## src/rtl/stream_arb_mux_pkg.sv

```systemverilog
// Shared helpers for the stream arbiter/mux: index-width derivation.
package stream_arb_mux_pkg;

    localparam int MIN_IDXW = 1;

    function automatic int clog2(input int value);
        int w;
        w = 0;
        while ((1 << w) < value) begin
            w = w + 1;
        end
        return (w < MIN_IDXW) ? MIN_IDXW : w;
    endfunction

endpackage

```

## src/rtl/stream_arb_mux_rr_pick.sv

```systemverilog
// Combinational picker: first requesting channel, searched from ptr (round-robin) or from 0.
module stream_arb_mux_rr_pick
    import stream_arb_mux_pkg::*;
#(
    parameter int N    = 4,
    parameter int IDXW = clog2(N)
) (
    input  logic [N-1:0]    req,
    input  logic [IDXW-1:0] ptr,
    input  logic            rr_en,
    output logic [IDXW-1:0] grant,
    output logic            any
);

    always_comb begin
        int s;
        logic [IDXW-1:0] idx;
        s     = 0;
        idx   = '0;
        grant = '0;
        any   = 1'b0;
        for (int k = 0; k < N; k++) begin
            s = rr_en ? (int'(ptr) + k) : k;
            if (s >= N) begin
                s = s - N;
            end
            idx = IDXW'(s);
            if (!any && req[idx]) begin
                any   = 1'b1;
                grant = idx;
            end
        end
    end

endmodule

```

## src/rtl/stream_arb_mux.sv

```systemverilog
// N-channel valid/ready mux with packet locking and a single registered output stage.
module stream_arb_mux
    import stream_arb_mux_pkg::*;
#(
    parameter int WIDTH = 32,
    parameter int N     = 4,
    parameter int IDXW  = clog2(N)
) (
    input  logic               clk,
    input  logic               reset_n,
    input  logic               rr_en,
    input  logic [N-1:0]       in_valid,
    input  logic [N-1:0]       in_last,
    input  logic [N*WIDTH-1:0] in_data,
    output logic [N-1:0]       in_ready,
    output logic               out_valid,
    output logic [WIDTH-1:0]   out_data,
    output logic               out_last,
    output logic [IDXW-1:0]    out_sel,
    input  logic               out_ready,
    output logic               locked
);

    localparam logic [N-1:0]    ONE_HOT0 = N'(1);
    localparam logic [IDXW-1:0] LAST_CH  = IDXW'(N - 1);

    logic [IDXW-1:0]  lock_ch;
    logic [IDXW-1:0]  ptr;
    logic [N-1:0]     req;
    logic [IDXW-1:0]  grant;
    logic             any;
    logic             load;
    logic             accept;
    logic [WIDTH-1:0] chan_data [N];

    always_comb begin
        for (int i = 0; i < N; i++) begin
            chan_data[i] = in_data[i*WIDTH +: WIDTH];
        end
    end

    // While a packet is open only its owner may compete.
    assign req    = locked ? (in_valid & (ONE_HOT0 << lock_ch)) : in_valid;
    assign load   = !out_valid || out_ready;
    assign accept = load && any;

    stream_arb_mux_rr_pick #(
        .N    (N),
        .IDXW (IDXW)
    ) u_rr_pick (
        .req   (req),
        .ptr   (ptr),
        .rr_en (rr_en),
        .grant (grant),
        .any   (any)
    );

    assign in_ready = accept ? (ONE_HOT0 << grant) : '0;

    always_ff @(posedge clk or negedge reset_n) begin
        if (!reset_n) begin
            out_valid <= 1'b0;
            out_data  <= '0;
            out_last  <= 1'b0;
            out_sel   <= '0;
            locked    <= 1'b0;
            lock_ch   <= '0;
            ptr       <= '0;
        end else if (accept) begin
            out_valid <= 1'b1;
            out_data  <= chan_data[grant];
            out_last  <= in_last[grant];
            out_sel   <= grant;
            if (!in_last[grant]) begin
                locked  <= 1'b1;
                lock_ch <= grant;
            end else begin
                locked <= 1'b0;
                // Pointer moves per packet, so fairness is counted in packets.
                if (rr_en) begin
                    ptr <= (grant == LAST_CH) ? '0 : grant + IDXW'(1);
                end
            end
        end else if (load) begin
            out_valid <= 1'b0;
        end
    end

endmodule

```

## config.mk

```make
export PLATFORM = sky130hd
export DESIGN_NAME = stream_arb_mux
export DESIGN_NICKNAME = d
export VERILOG_FILES = /design/src/rtl/stream_arb_mux_pkg.sv /design/src/rtl/stream_arb_mux_rr_pick.sv /design/src/rtl/stream_arb_mux.sv
export SDC_FILE = /design/constraint.sdc
export NUM_CORES = 1
export LEC_CHECK = 0
export ABC_AREA = 1
export BUFFER_PORTS_ARGS = -buffer_cell sky130_fd_sc_hd__buf_2
export CAP_MARGIN = 20
export CORE_MARGIN = 1.5
export CORE_UTILIZATION = 45
export CTS_CLUSTER_SIZE = 30
export DETAILED_ROUTE_END_ITERATION = 16
export PLACE_DENSITY = 0.82
export SETUP_SLACK_MARGIN = 0.1
export SYNTH_ARGS = -nofsm -noshare
export SYNTH_HDL_FRONTEND = slang
export SYNTH_SLANG_ARGS = --single-unit
export TNS_END_PERCENT = 1
```

## constraint.sdc

```tcl
create_clock -name clk -period 2.6 [get_ports clk]
set_input_delay 0.26 -clock clk [delete_from_list [all_inputs] [get_ports clk]]
set_output_delay 0.26 -clock clk [all_outputs]
set_load 0.02 [all_outputs]
```

### Yosys cells after proc, flatten, opt, wreduce, memory -nomap -nowiden

Index checks and enable logic that the tools add are counted.

* bitwise operators: 3
* multiplexer cells: 35
* $lt $le $gt $ge: 10
* $add $sub $neg: 8
* reductions and logical operators: 12
* shifts and indexed selects: 2
* equal/unequal tests: 1

Operator list (number)
* greater-or-equal comparator 32 x 4 -> 1 bit, second input constant: 4
* binary-select mux 32 bit (select 2 bit): 1
* 2-to-1 mux 32 bit: 2
* 2-to-1 mux 2 bit: 10
* < comparator 2 x 3 -> 1 bit, second input constant: 5
* 2-to-1 mux 1 bit: 12
* binary-select mux 1 bit (select 2 bit): 5
* 2-to-1 mux 3 bit: 3
* 2-to-1 mux 4 bit: 2
* << shifter 1 x 2 -> 4 bit, first input constant: 2
* subtractor 2 x 1 -> 2 bit, second input constant: 4
* adder 2 x 2 -> 3 bit, second input constant: 2
* bitwise AND 4 bit: 1
* logical AND 1 bit: 4
* zero test 1 bit: 4
* adder 2 x 1 -> 3 bit, second input constant: 1
* greater-or-equal comparator 3 bit, second input constant: 1
* NOT 2 -> 3 bit: 1
* AND reduction 3 bit: 1
* adder 2 x 1 -> 2 bit, second input constant: 1
* equality test 2 bit, second input constant: 1
* AND reduction 2 bit: 1
* nonzero test 2 bit: 1
* logical OR 1 bit: 1
* NOT 1 bit: 1

* output and inout port bits: 41
* flip-flop bits (word level): 41
* input bits: 140
* word-level logic and storage cells: 78

### Depth between registers and ports, before layout

Gate-level depths: netlist of run 1.

* word-level depth: 19
* depth in mapped cells: 18
* mapped depth without buffers: 17

### Cells and area by module

A second synthesis of run 1 with hierarchy kept.

* cell total of the unflattened synthesis: 508
* area, all modules: 3176.8 um2

Modules (own cells, without submodules)
* stream_arb_mux: area an instance 2932.8 um2, sequential area each 1026.0 um2, cells an instance 457, instances 1
* stream_arb_mux_rr_pick: area an instance 244.0 um2, sequential area each 0.0 um2, cells an instance 51, instances 1

### Worst setup path before layout of run 1

OpenSTA, ideal clock, no wires.

* path type: flip-flop to output port
* start point: register locked
* end point: output in_ready[3]
* path buffers: 2
* cell stages (with the launch flop): 14
* data required time: 2340 ps
* path slack: 182 ps
* arrival time: 2158 ps
* path through: dfrtp_1 > o21ai_0 > nand3_1 > nand2_2 > o21ai_2 > nand2_1 > nor2_2 > nand2_2 > nand2_4 > buf_6 > buf_2 > ha_1 > inv_1 > nor2_1

* longest elaborated chain between the ends: 15
* elaborated cells between the ends (all ways): 26
* those cells by class: 1 x shift; 18 x mux; 7 x reduce/logical

Ends and longest elaborated chain
* start: declaration: RTL line stream_arb_mux.sv:21 `output logic locked`
* start signal: assignment: RTL line stream_arb_mux.sv:66 `locked <= 1'b0;`
* start signal: assignment: RTL line stream_arb_mux.sv:75 `locked <= 1'b1;`
* start signal: assignment: RTL line stream_arb_mux.sv:78 `locked <= 1'b0;`
* 2-to-1 mux 4 bit *: RTL line stream_arb_mux.sv:43 `assign req = locked ? (in_valid & (ONE_HOT0 << lock_ch)) : in_valid;`
* binary-select mux 1 bit (select 2 bit): RTL line stream_arb_mux_rr_pick.sv:28 `if (!any && req[idx]) begin`
* 2-to-1 mux 1 bit (implied by the code): RTL line stream_arb_mux_rr_pick.sv:28
* 2-to-1 mux 1 bit: RTL line stream_arb_mux_rr_pick.sv:28
* zero test 1 bit: RTL line stream_arb_mux_rr_pick.sv:28
* logical AND 1 bit: RTL line stream_arb_mux_rr_pick.sv:28
* 2-to-1 mux 1 bit: RTL line stream_arb_mux_rr_pick.sv:28
* zero test 1 bit: RTL line stream_arb_mux_rr_pick.sv:28
* logical AND 1 bit: RTL line stream_arb_mux_rr_pick.sv:28
* 2-to-1 mux 1 bit: RTL line stream_arb_mux_rr_pick.sv:28
* zero test 1 bit: RTL line stream_arb_mux_rr_pick.sv:28
* logical AND 1 bit: RTL line stream_arb_mux_rr_pick.sv:28
* 2-to-1 mux 2 bit *: RTL line stream_arb_mux_rr_pick.sv:28
* named net grant[0]: RTL line stream_arb_mux.sv:30 `logic [IDXW-1:0] grant;`
* << shifter 1 x 2 -> 4 bit *: RTL line stream_arb_mux.sv:58 `assign in_ready = accept ? (ONE_HOT0 << grant) : '0;`
* 2-to-1 mux 4 bit *: RTL line stream_arb_mux.sv:58
* end: declaration: RTL line stream_arb_mux.sv:15 `output logic [N-1:0] in_ready,`

Mark *: on every way through the listed nets, which the timed path passes. The rest lies on a longest branch. The select of a mux whose other input is x is not followed.

### Final worst setup path of run 1

* start point: register locked
* end point: output in_ready[2]

* longest elaborated chain between the ends: 15
* elaborated cells between the ends (all ways): 26
* those cells by class: 1 x shift; 18 x mux; 7 x reduce/logical

Ends and longest elaborated chain (RTL line)
* 2-to-1 mux 4 bit *: stream_arb_mux.sv:43
* binary-select mux 1 bit (select 2 bit): stream_arb_mux_rr_pick.sv:28
* 2-to-1 mux 1 bit (implied by the code): stream_arb_mux_rr_pick.sv:28
* 2-to-1 mux 1 bit: stream_arb_mux_rr_pick.sv:28
* zero test 1 bit: stream_arb_mux_rr_pick.sv:28
* logical AND 1 bit: stream_arb_mux_rr_pick.sv:28
* 2-to-1 mux 1 bit: stream_arb_mux_rr_pick.sv:28
* zero test 1 bit: stream_arb_mux_rr_pick.sv:28
* logical AND 1 bit: stream_arb_mux_rr_pick.sv:28
* 2-to-1 mux 1 bit: stream_arb_mux_rr_pick.sv:28
* zero test 1 bit: stream_arb_mux_rr_pick.sv:28
* logical AND 1 bit: stream_arb_mux_rr_pick.sv:28
* 2-to-1 mux 2 bit or 2-to-1 mux 1 bit (tied branches): stream_arb_mux_rr_pick.sv:28
* << shifter 1 x 2 -> 4 bit or logical AND 1 bit (tied branches): stream_arb_mux.sv:58, stream_arb_mux.sv:45
* 2-to-1 mux 4 bit *: stream_arb_mux.sv:58

Mark *: on every way between the ends. The rest lies on a longest branch, timed or not. The select of a mux whose other input is x is not followed.

==> results.md, run 1 <==
* Routed length per instance at 12.8 um
* Clock tree buffer depth at 2
* Depth of the CTS H-tree at 2
* Worst-case hold slack at 0.104 ns
* Synthesized netlist cell count at 501
* Synthesized netlist net count at 645
* Highest Signal Layer: met4
* Part of the power in the clock network at 8.5%
* Area of the die at 7600 um2
* Root Buffer: clkbuf_8
* Type of destination of the critical path: output pin
* Yosys Warn Count at 0
* Final GP Congestion at 0.906
* Number of global-route vias before repair at 3429
* Worst Reg2Reg Path Length in Cells at 15
* Total routing resource utilization after global routing at 24.7%
* Minimum setup slack among reg-to-reg paths at 0.22 ns
* Hold Fails Final Rpt at 0
* Post-synthesis area per instance at 6.37 um2
* # hold bufs at CTS at 0
* Status: finished, final reports clean
* Combinational Power Share at 72.6%
* Worst Path Class, Setup: reg -> out
* Total cell area at the placement stage at 4110 um2
* Half-perimeter wire length after placement at 7260 um
* Global-route wire length before repair at 14900 um
* Total core area at 6830 um2
* Unique cell type count in the Yosys netlist at 30
* Final instance area at 4590 um2
* Accumulated negative setup slack at 0 ns
* Switching share of power at 53.4%
* Overflow after GRT at 0
* Fmax achieved at 406 MHz
* Period utilisation layout at 94.7%
* Cells taking the most area after synthesis: dfrtp_1 (32%), nand2_1 (30%), nand3_1 (9.3%)
* Antenna violations before repair at 1
* P_leak at 0.00260 uW
* Placement Setup Slack at 0.245 ns
* Number of placement rows at 30
* Number of clock sinks at 41
* Area share of the largest cell type after synthesis at 32.2%
* Flip-flop cell with the highest count after synthesis: dfrtp_1
* Number of endpoints failing setup at the final stage at 0
* Largest driver fanout on the critical path at 7
* Number of buffers created by CTS at 5
* Routed wl met3 at 542 um
* Proportion of register bits with asynchronous set or reset after synthesis at 100%
* Routed metal-1 wirelength at 4080 um
* Layout cell share with drive strength beyond 1 at 39.8%
* Transition time at the pin with the least slew margin at 0.919 ns
* Required @ worst endpoint at 2.34 ns
* Via total after detailed routing at 3834
* Detailed router's first-iteration violation count at 124
* Top Ports at 181
* Critical path endpoint: in_ready[2]
* Mean number of vias per cell at 4.88
* Initial Util at 46.7%
* Number of enable flip-flop cells after synthesis at 0
* Length of routed met2 wiring at 5220 um
* Length of the first detailed-routing pass in iterations at 4
* Worst reg2reg endpoint: out_data[10]
* Power density over cell area at 1380 nW/um2
* Minimum period implied by the final worst setup slack at 2.46 ns
* Final-report max-slew violation count at 0
* Arrival @ worst endpoint at 2.20 ns
* Number of synthesized register bits at 41
* Layout-stage area growth over the synthesis result at 43.9%
* Class of the worst hold path: in -> async
* Register share of total power at 18.9%
* Kind of launch point of the worst setup path: register
* Vertical die dimension at 87.2 um
* Most frequent cells after synthesis: nand2_1 (256), nand3_1 (59), dfrtp_1 (41)
* Worst relative slew slack at 38.7%
* Post-layout nets at 831
* Final routed wirelength across all metal layers at 10100 um
* Largest net degree at the start of global routing at 42
* Sequential area share after synthesis at 32.2%
* Chip Width at 87.2 um
* Core occupancy in the finished layout at 67.2%
* Setup crit start: locked
* Residual DRC count at 0
* Final worst-path setup slack at 0.139 ns
* TritonCTS clock tree: done
* Mapped Area at 3190 um2
* R2R Path Start: lock_ch[0]
* Fin Clk Skew at 0.00623 ns
* Net Sw Power at 3380 uW
* Clock latency on the worst-skew pair at 0.29 ns
* RSZ-0062 raised after global routing: yes
* Antenna-violating nets left at 0
* Clock transition at the registers of the reported paths at 0.08 ns
* Port buffer count at 180
* Most used standard cell by instance count after synthesis: nand2_1
* P_int at 2950 uW
* Cell type with the largest total area after synthesis: dfrtp_1
* Maxcap violations at 0
* Largest voltage drop on the vdd net at 0.610 mV
## critical path, cell delays in order, from the launching register on
cell and delay [ns]:
dfrtp_1 0.50, o21ai_2 0.15, nand3_2 0.13, nand2_4 0.07, o21ai_4 0.19, nand2_2 0.11, nor2_4 0.11, nand2_4 0.07
nand2_8 0.11, inv_6 0.05, ha_1 0.18, inv_2 0.08, nor2_4 0.04, buf_6 0.13
## flip-flops by register name (all words and copies together), names as in the netlist
register / flops
lock_ch: 2
ptr: 2
out_last: 1
out_valid: 1
locked: 1
out_data: 32
out_sel: 2
## routing by layer
metal | vias up | GRT usage [%]
met4 | 0 | 8.08
met1 | 1735 | 29.9
met5 | - | 0
li1 | 1940 | -
met2 | 141 | 43.9
met3 | 18 | 4.74
## area by class of cell
cell class | count | area [um2]
Fill cell | 622 | 2240
Inverter | 32 | 135
Clock inverter | 1 | 30.0
Timing Repair Buffer | 203 | 1110
Tap cell | 96 | 120
Clock buffer | 7 | 86.3
Antenna cell | 1 | 2.50
Multi-Input combinational cell | 404 | 2080
Sequential cell | 41 | 1030
## per-stage QoR
step	total power [uW]	cells
4_1_cts	5900	775
2_1_floorplan	4220	501
6_report	6330	785
5_1_grt	6880	785
3_3_place_gp	5060	760
3_5_place_dp	5140	760
## cells by family after synthesis
kind of cell | count (synthesis) | synth area share (%)
buffers and inverters | 58 | 9.76
DFF | 41 | 32.2
and+or+nand+nor | 372 | 51.1
adders and majority gates | 4 | 1.57
AOI/OAI and AO/OA | 26 | 5.41
## worst min path at each step
stage,from,end,slack (ns)
2_1_floorplan,reset_n,lock_ch[0],-0.04
4_1_cts,reset_n,out_data[31],0.12
3_5_place_dp,reset_n,out_data[2],0.45
6_report,reset_n,out_sel[1],0.10
5_1_grt,reset_n,out_data[2],0.18
3_3_place_gp,reset_n,out_data[20],0.44
## power groups by stage
stage	clock (uW)	combinational, uW	sequential [uW]
floorplan	0	2710	1520
global placement	0	3890	1170
detailed placement	0	3960	1180
CTS	548	4170	1180
global route	570	5070	1240
finish	536	4600	1190
## cells in the final DEF (no fill, tap or decap), drive strengths merged
cell,instances
nand2,271
buf,203
nand3,63
dfrtp,41
inv,32
nor2,21
o21ai,13
o211ai,11
or2,11
clkbuf,7
nand3b,6
ha,4
a21oi,2
nand4,2
diode,1
bufinv,1
## repair_timing
action,4_1_cts,5_1_grt
buffers inserted,7,7
pin swaps,4,22
gates resized for setup,11,51
gates cloned,0,2
setup endpoints to repair,4,30
Power figures use the tool's default switching activity.
==> inputs of run 2 (changes only) <==
- RECOVER_POWER: unset -> 100
==> run 2 against run 1 <==
Cell area down 1.1%. Highest routed layer unchanged. Combinational power down 2%. Total power down 1.0%. Critical path depth unchanged. Hold slack worse by 0.0020 ns. Critical endpoint unchanged. Setup slack worse by 0.020 ns. Non-clock buffer count unchanged. Sequential power about the same. Clock-buffer cell count unchanged. Flip-flop and latch count unchanged. Sequential share of layout area up 0.24 points. First-iteration DRC count up 6.5%.
==> results.md, run 2 (synthesis gave the netlist of run 1 again) <==
* Largest voltage drop on the vdd net at 0.607 mV
* Largest driver fanout on the critical path at 7
* Transition time at the pin with the least slew margin at 0.922 ns
* Clock tree buffer depth at 2
* Class of the worst hold path: in -> async
* Largest net degree at the start of global routing at 42
* R2R Path Start: locked
* P_int at 2860 uW
* Net Sw Power at 3400 uW
* Area of the die at 7600 um2
* Top Ports at 181
* Required @ worst endpoint at 2.34 ns
* Root Buffer: clkbuf_8
* Register share of total power at 19.2%
* Overflow after GRT at 0
* Layout cell share with drive strength beyond 1 at 34.4%
* Final worst-path setup slack at 0.119 ns
* Largest register FFs at 32
* Chip Width at 87.2 um
* Setup crit start: locked
* Arrival @ worst endpoint at 2.22 ns
* Type of destination of the critical path: output pin
* Global-route wire length before repair at 14900 um
* Part of the power in the clock network at 8.6%
* TritonCTS clock tree: done
* Switching share of power at 54.3%
* Number of global-route vias before repair at 3429
* Routed length per instance at 13.0 um
* Final routed wirelength across all metal layers at 10200 um
* Accumulated negative setup slack at 0 ns
* Fin Clk Skew at 0.00559 ns
* Worst Path Class, Setup: reg -> out
* Depth of the CTS H-tree at 2
* Final GP Congestion at 0.906
* Register with the highest flop count: out_data
* Number of endpoints failing setup at the final stage at 0
* Clock latency on the worst-skew pair at 0.30 ns
* Kind of launch point of the worst setup path: register
* Layout-stage area growth over the synthesis result at 42.4%
* Antenna violations before repair at 1
* Number of buffers created by CTS at 5
* Status: finished, final reports clean
* Antenna-violating nets left at 0
* Initial Util at 46.7%
* Residual DRC count at 0
* Maxcap violations at 0
* Hold Fails Final Rpt at 0
* Top library cells by usage in the layout, fill and taps aside: nand2_1 (244), buf_2 (139), nand3_1 (50), dfrtp_1 (40), clkbuf_1 (38)
* Vertical die dimension at 87.2 um
* Number of clock sinks at 41
* Minimum period implied by the final worst setup slack at 2.48 ns
* Most common cell after layout, fill and taps aside: nand2_1
* Length of the first detailed-routing pass in iterations at 4
* Worst relative slew slack at 38.5%
* Period utilisation layout at 95.4%
* P_leak at 0.00249 uW
* Placement Setup Slack at 0.245 ns
* Mean number of vias per cell at 4.88
* Final-report max-slew violation count at 0
* Via total after detailed routing at 3834
* Post-layout nets at 831
* Combinational Power Share at 72.1%
* Power density over cell area at 1380 nW/um2
* Number of placement rows at 30
* Port buffer count at 180
* Detailed router's first-iteration violation count at 132
* RSZ-0062 raised after global routing: yes
* Half-perimeter wire length after placement at 7260 um
* Total routing resource utilization after global routing at 24.7%
* Total core area at 6830 um2
* Fmax achieved at 403 MHz
* Clock transition at the registers of the reported paths at 0.08 ns
==> run 2: cell type report <==
type,instances,area [um2]
Tap cell,96,120
Antenna cell,1,2.50
Multi-Input combinational cell,404,2080
Fill cell,643,2290
Timing Repair Buffer,203,1060
Inverter,32,135
Sequential cell,41,1030
Clock buffer,7,86.3
Clock inverter,1,30.0
==> run 2: critical path, stage by stage, from the launching register on <==
cell	delay [ns]
dfrtp_1	0.51
o21ai_2	0.15
nand3_2	0.13
nand2_4	0.07
o21ai_4	0.19
nand2_2	0.11
nor2_4	0.11
nand2_4	0.07
nand2_8	0.11
inv_6	0.05
ha_1	0.18
inv_2	0.08
nor2_4	0.04
buf_6	0.13
==> run 2: path summary, 6_finish.rpt <==
| check | slack (ns) | cells past startpoint | end |
|---|---|---|---|
| max reg2reg | 0.16 | 14 | lock_ch[1] |
| min in group clk | 0.21 | 2 | out_valid |
| min | 0.10 | 1 | out_data[16] |
| max | 0.12 | 13 | in_ready[2] |
| max in group asynchronous | 1.87 | 1 | ptr[0] |
| min reg2reg | 0.49 | 2 | out_data[27] |
==> run 2: power by group through the flow <==
| stage | Sequential (uW) | Combinational [uW] | Clock, uW |
|---|---|---|---|
| floorplan | 1520 | 2710 | 0 |
| global placement | 1170 | 3890 | 0 |
| detailed placement | 1180 | 3960 | 0 |
| CTS | 1180 | 4170 | 548 |
| global route | 1250 | 4980 | 570 |
| finish | 1200 | 4520 | 540 |
==> run 2: metal layers <==
metal / vias to the layer above / GRT usage, % / routed length, um
met4: 0 / 8.08 / 259
met1: 1729 / 29.9 / 4110
li1: 1940 / - / -
met3: 21 / 4.74 / 542
met2: 144 / 43.9 / 5260
met5: - / 0 / 0
==> run 2: repair_timing <==
| action | 4_1_cts | 5_1_grt |
|---|---|---|
| resized for setup | 11 | 51 |
| gates cloned | 0 | 2 |
| pin swaps | 4 | 22 |
| endpoints found under the setup margin | 4 | 30 |
| setup buffers | 7 | 7 |
| hold buffers | 0 | 0 |
==> run 2: metrics by stage <==
step,area (um2),utilization [%],std cells,total power (uW),hold WS [ns]
2_1_floorplan,3190,-,501,4220,-0.0356
3_3_place_gp,4110,60.1,760,5060,0.443
3_5_place_dp,4110,60.1,760,5140,0.452
5_1_grt,4540,66.5,785,6790,0.178
6_report,4540,66.5,785,6260,0.102
4_1_cts,4320,63.3,775,5900,0.121
==> inputs of run 3 (changes only) <==
- CELL_PAD_IN_SITES_DETAIL_PLACEMENT: unset -> 1
- CELL_PAD_IN_SITES_GLOBAL_PLACEMENT: unset -> 1
- CORE_MARGIN: 1.5 -> unset
- CORE_UTILIZATION: 45 -> 30
- CTS_BUF_LIST: unset -> sky130_fd_sc_hd__clkbuf_4 sky130_fd_sc_hd__clkbuf_8
- PLACE_DENSITY: 0.82 -> 0.83
==> run 3 against run 2 <==
Cell count increased by 4.7%. First-iteration DRC count decreased by 13%. Register-to-register slack got worse by 0.02 ns. Sequential share of layout area increased by 0.066 points. Combinational power increased by 3%. Non-clock buffer count decreased by 1. Largest power group unchanged. Critical endpoint is now in_ready[0]. Utilization decreased by 23 points. Critical path type unchanged.
==> results.md, run 3 (synthesis gave the netlist of run 1 again) <==
* Cell seen most often among critical-path stages: nand2_4
* Final antenna diode count at 0
* Depth of the CTS H-tree at 2
* Clock tree buffer depth at 2
* Number of endpoints failing setup at the final stage at 0
* Layout-stage area growth over the synthesis result at 41.8%
* Maxcap violations at 0
* Number of placement rows at 37
* Power density over cell area at 1390 nW/um2
* RSZ-0062 raised after global routing: yes
* Global-route wire length before repair at 19600 um
* Antenna violations before repair at 0
* Post-route total power at 6300 uW
* Final-report max-slew violation count at 0
* Worst Path Class, Setup: reg -> out
* Minimum period implied by the final worst setup slack at 2.51 ns
* Type of destination of the critical path: output pin
* Clock latency on the worst-skew pair at 0.30 ns
* Overflow after GRT at 0
* Final GP Congestion at 0.849
* FF+latch area at 1030 um2
* Routed length per instance at 14.8 um
* Final routed wirelength across all metal layers at 12100 um
* Transition time at the pin with the least slew margin at 1.02 ns
* Post-layout nets at 829
* Cell type of the slowest stage on the worst timing path: dfrtp_1
* Largest voltage drop on the vdd net at 0.444 mV
* Total core area at 10300 um2
* Initial Util at 30.9%
* Half-perimeter wire length after placement at 9160 um
* Chip Width at 105 um
* Top Ports at 181
* P_leak at 0.00248 uW
* Number of clock sinks at 41
* Area used by multi-input combinational logic at 2030 um2
* Arrival @ worst endpoint at 2.25 ns
* Fmax achieved at 398 MHz
* Vertical die dimension at 105 um
* Period utilisation layout at 96.6%
* Largest net degree at the start of global routing at 45
* Register with the highest flop count: out_data
* Accumulated negative setup slack at 0 ns
* Required @ worst endpoint at 2.34 ns
* Number of global-route vias before repair at 4019
* Area of the die at 11100 um2
* Worst stage delay on the critical path at 0.44 ns
* Via total after detailed routing at 3945
* Largest register FFs at 32
* Class of the worst hold path: in -> reg
* Largest driver fanout on the critical path at 5
* Layer carrying the most global-route usage: met2
* Worst relative slew slack at 31.7%
* Met1 track demand over resource in global routing at 25.5%
* Filler cell count in the final layout at 1434
* Residual DRC count at 0
* TritonCTS clock tree: done
* Kind of launch point of the worst setup path: register
* Status: finished, final reports clean
* Cell breakdown of the critical path: nand2_4 > clkinv_8 > nand3_1 > nand3_1 > nand2_2 > nand2_2 > nand2_4 > nor2_4 > nand2_4 > nand2_8 > inv_6 > ha_4 > inv_2 > nor2_1 > buf_4
* Detailed router's first-iteration violation count at 115
* Mean number of vias per cell at 4.80
* Total routing resource utilization after global routing at 22.3%
* Top library cells by usage in the layout, fill and taps aside: nand2_1 (251), buf_2 (138), nand3_1 (54), dfrtp_1 (41), clkbuf_1 (38)
* Port buffer count at 180
* Global routing usage on met2 at 42.7%
* Length of the first detailed-routing pass in iterations at 4
* Layout cell share with drive strength beyond 1 at 31.9%
* Global routing met3 resource utilization at 2.93%
* Most common cell after layout, fill and taps aside: nand2_1
* Number of buffers created by CTS at 5
* Fin Clk Skew at 0.0148 ns
* Hold Fails Final Rpt at 0
* Root Buffer: clkbuf_8
* Antenna-violating nets left at 0
* Clock transition at the registers of the reported paths at 0.08 ns
[run 3: changes by cell type in the layout (fill, tap and decap cells not counted), sizes merged]
cell         change
inv              -1
nand2            +1
buf              -2
clkbuf           -1
nor2             -2
dlygate4sd3      +1
bufinv           -1
clkinv           +3
diode            -1
[run 3: repair_timing]
action,CTS,global route
pin swaps,17,1
hold buffers,0,1
setup endpoints to repair,4,33
cloned,1,0
gates resized for setup,45,2
endpoints found under the hold margin,0,3
buffers inserted,9,0
[run 3: routing by layer]
layer | part of all wire [%] | up-vias
li1 | - | 1930
met1 | 40 | 1896
met2 | 55 | 106
met3 | 3.7 | 13
met4 | 1.5 | 0
met5 | 0 | -
[run 3: cell type report]
type,count,area share [%]
Clock buffer,6,1.83
Clock inverter,2,0.304
Inverter,32,3.15
Multi-Input combinational cell,403,44.9
Sequential cell,41,22.7
Tap cell,136,3.76
Timing Repair Buffer,202,23.3
[run 3: where the power goes]
| part | leakage, uW | switching (uW) | internal (uW) |
|---|---|---|---|
| Clock | 0.0000512 | 247 | 216 |
| Sequential | 0.000500 | 210 | 983 |
| Combinational | 0.00193 | 3070 | 1570 |
| Total | 0.00248 | 3530 | 2770 |
[run 3: worst max-delay path: cells and delay by family, from the launching register on]
family / cells / cell delay (ns)
buffers and inverters: 4 / 0.34
adders and majority gates: 1 / 0.13
and+or+nand+nor: 10 / 1.05
DFF: 1 / 0.44
[run 3: worst paths after layout]
path	startpoint	endpoint	slack (ns)	cells after the start
hold reg to reg	out_data[30]	out_data[30]	0.50	2
max in group asynchronous	reset_n	out_data[27]	0.94	3
setup / recovery	ptr[0]	in_ready[0]	0.09	15
setup reg to reg	lock_ch[1]	lock_ch[0]	0.14	16
hold / removal	out_ready	out_valid	0.21	2
min in group asynchronous	reset_n	out_data[20]	0.34	2
[run 3: through the flow]
step           cells  cell area [um2]  hold WS (ns)  setup slack (ns)  utilization (%)
6_report         822             4520         0.209            0.0879             43.8
5_1_grt          822             4520         0.236           -0.0793             43.8
4_1_cts          820             4550         0.148            0.0862             44.1
3_5_place_dp     802             4170         0.464             0.141             40.4
3_3_place_gp     802             4170         0.463             0.304             40.4
2_1_floorplan    501             3190       -0.0356             0.182                -
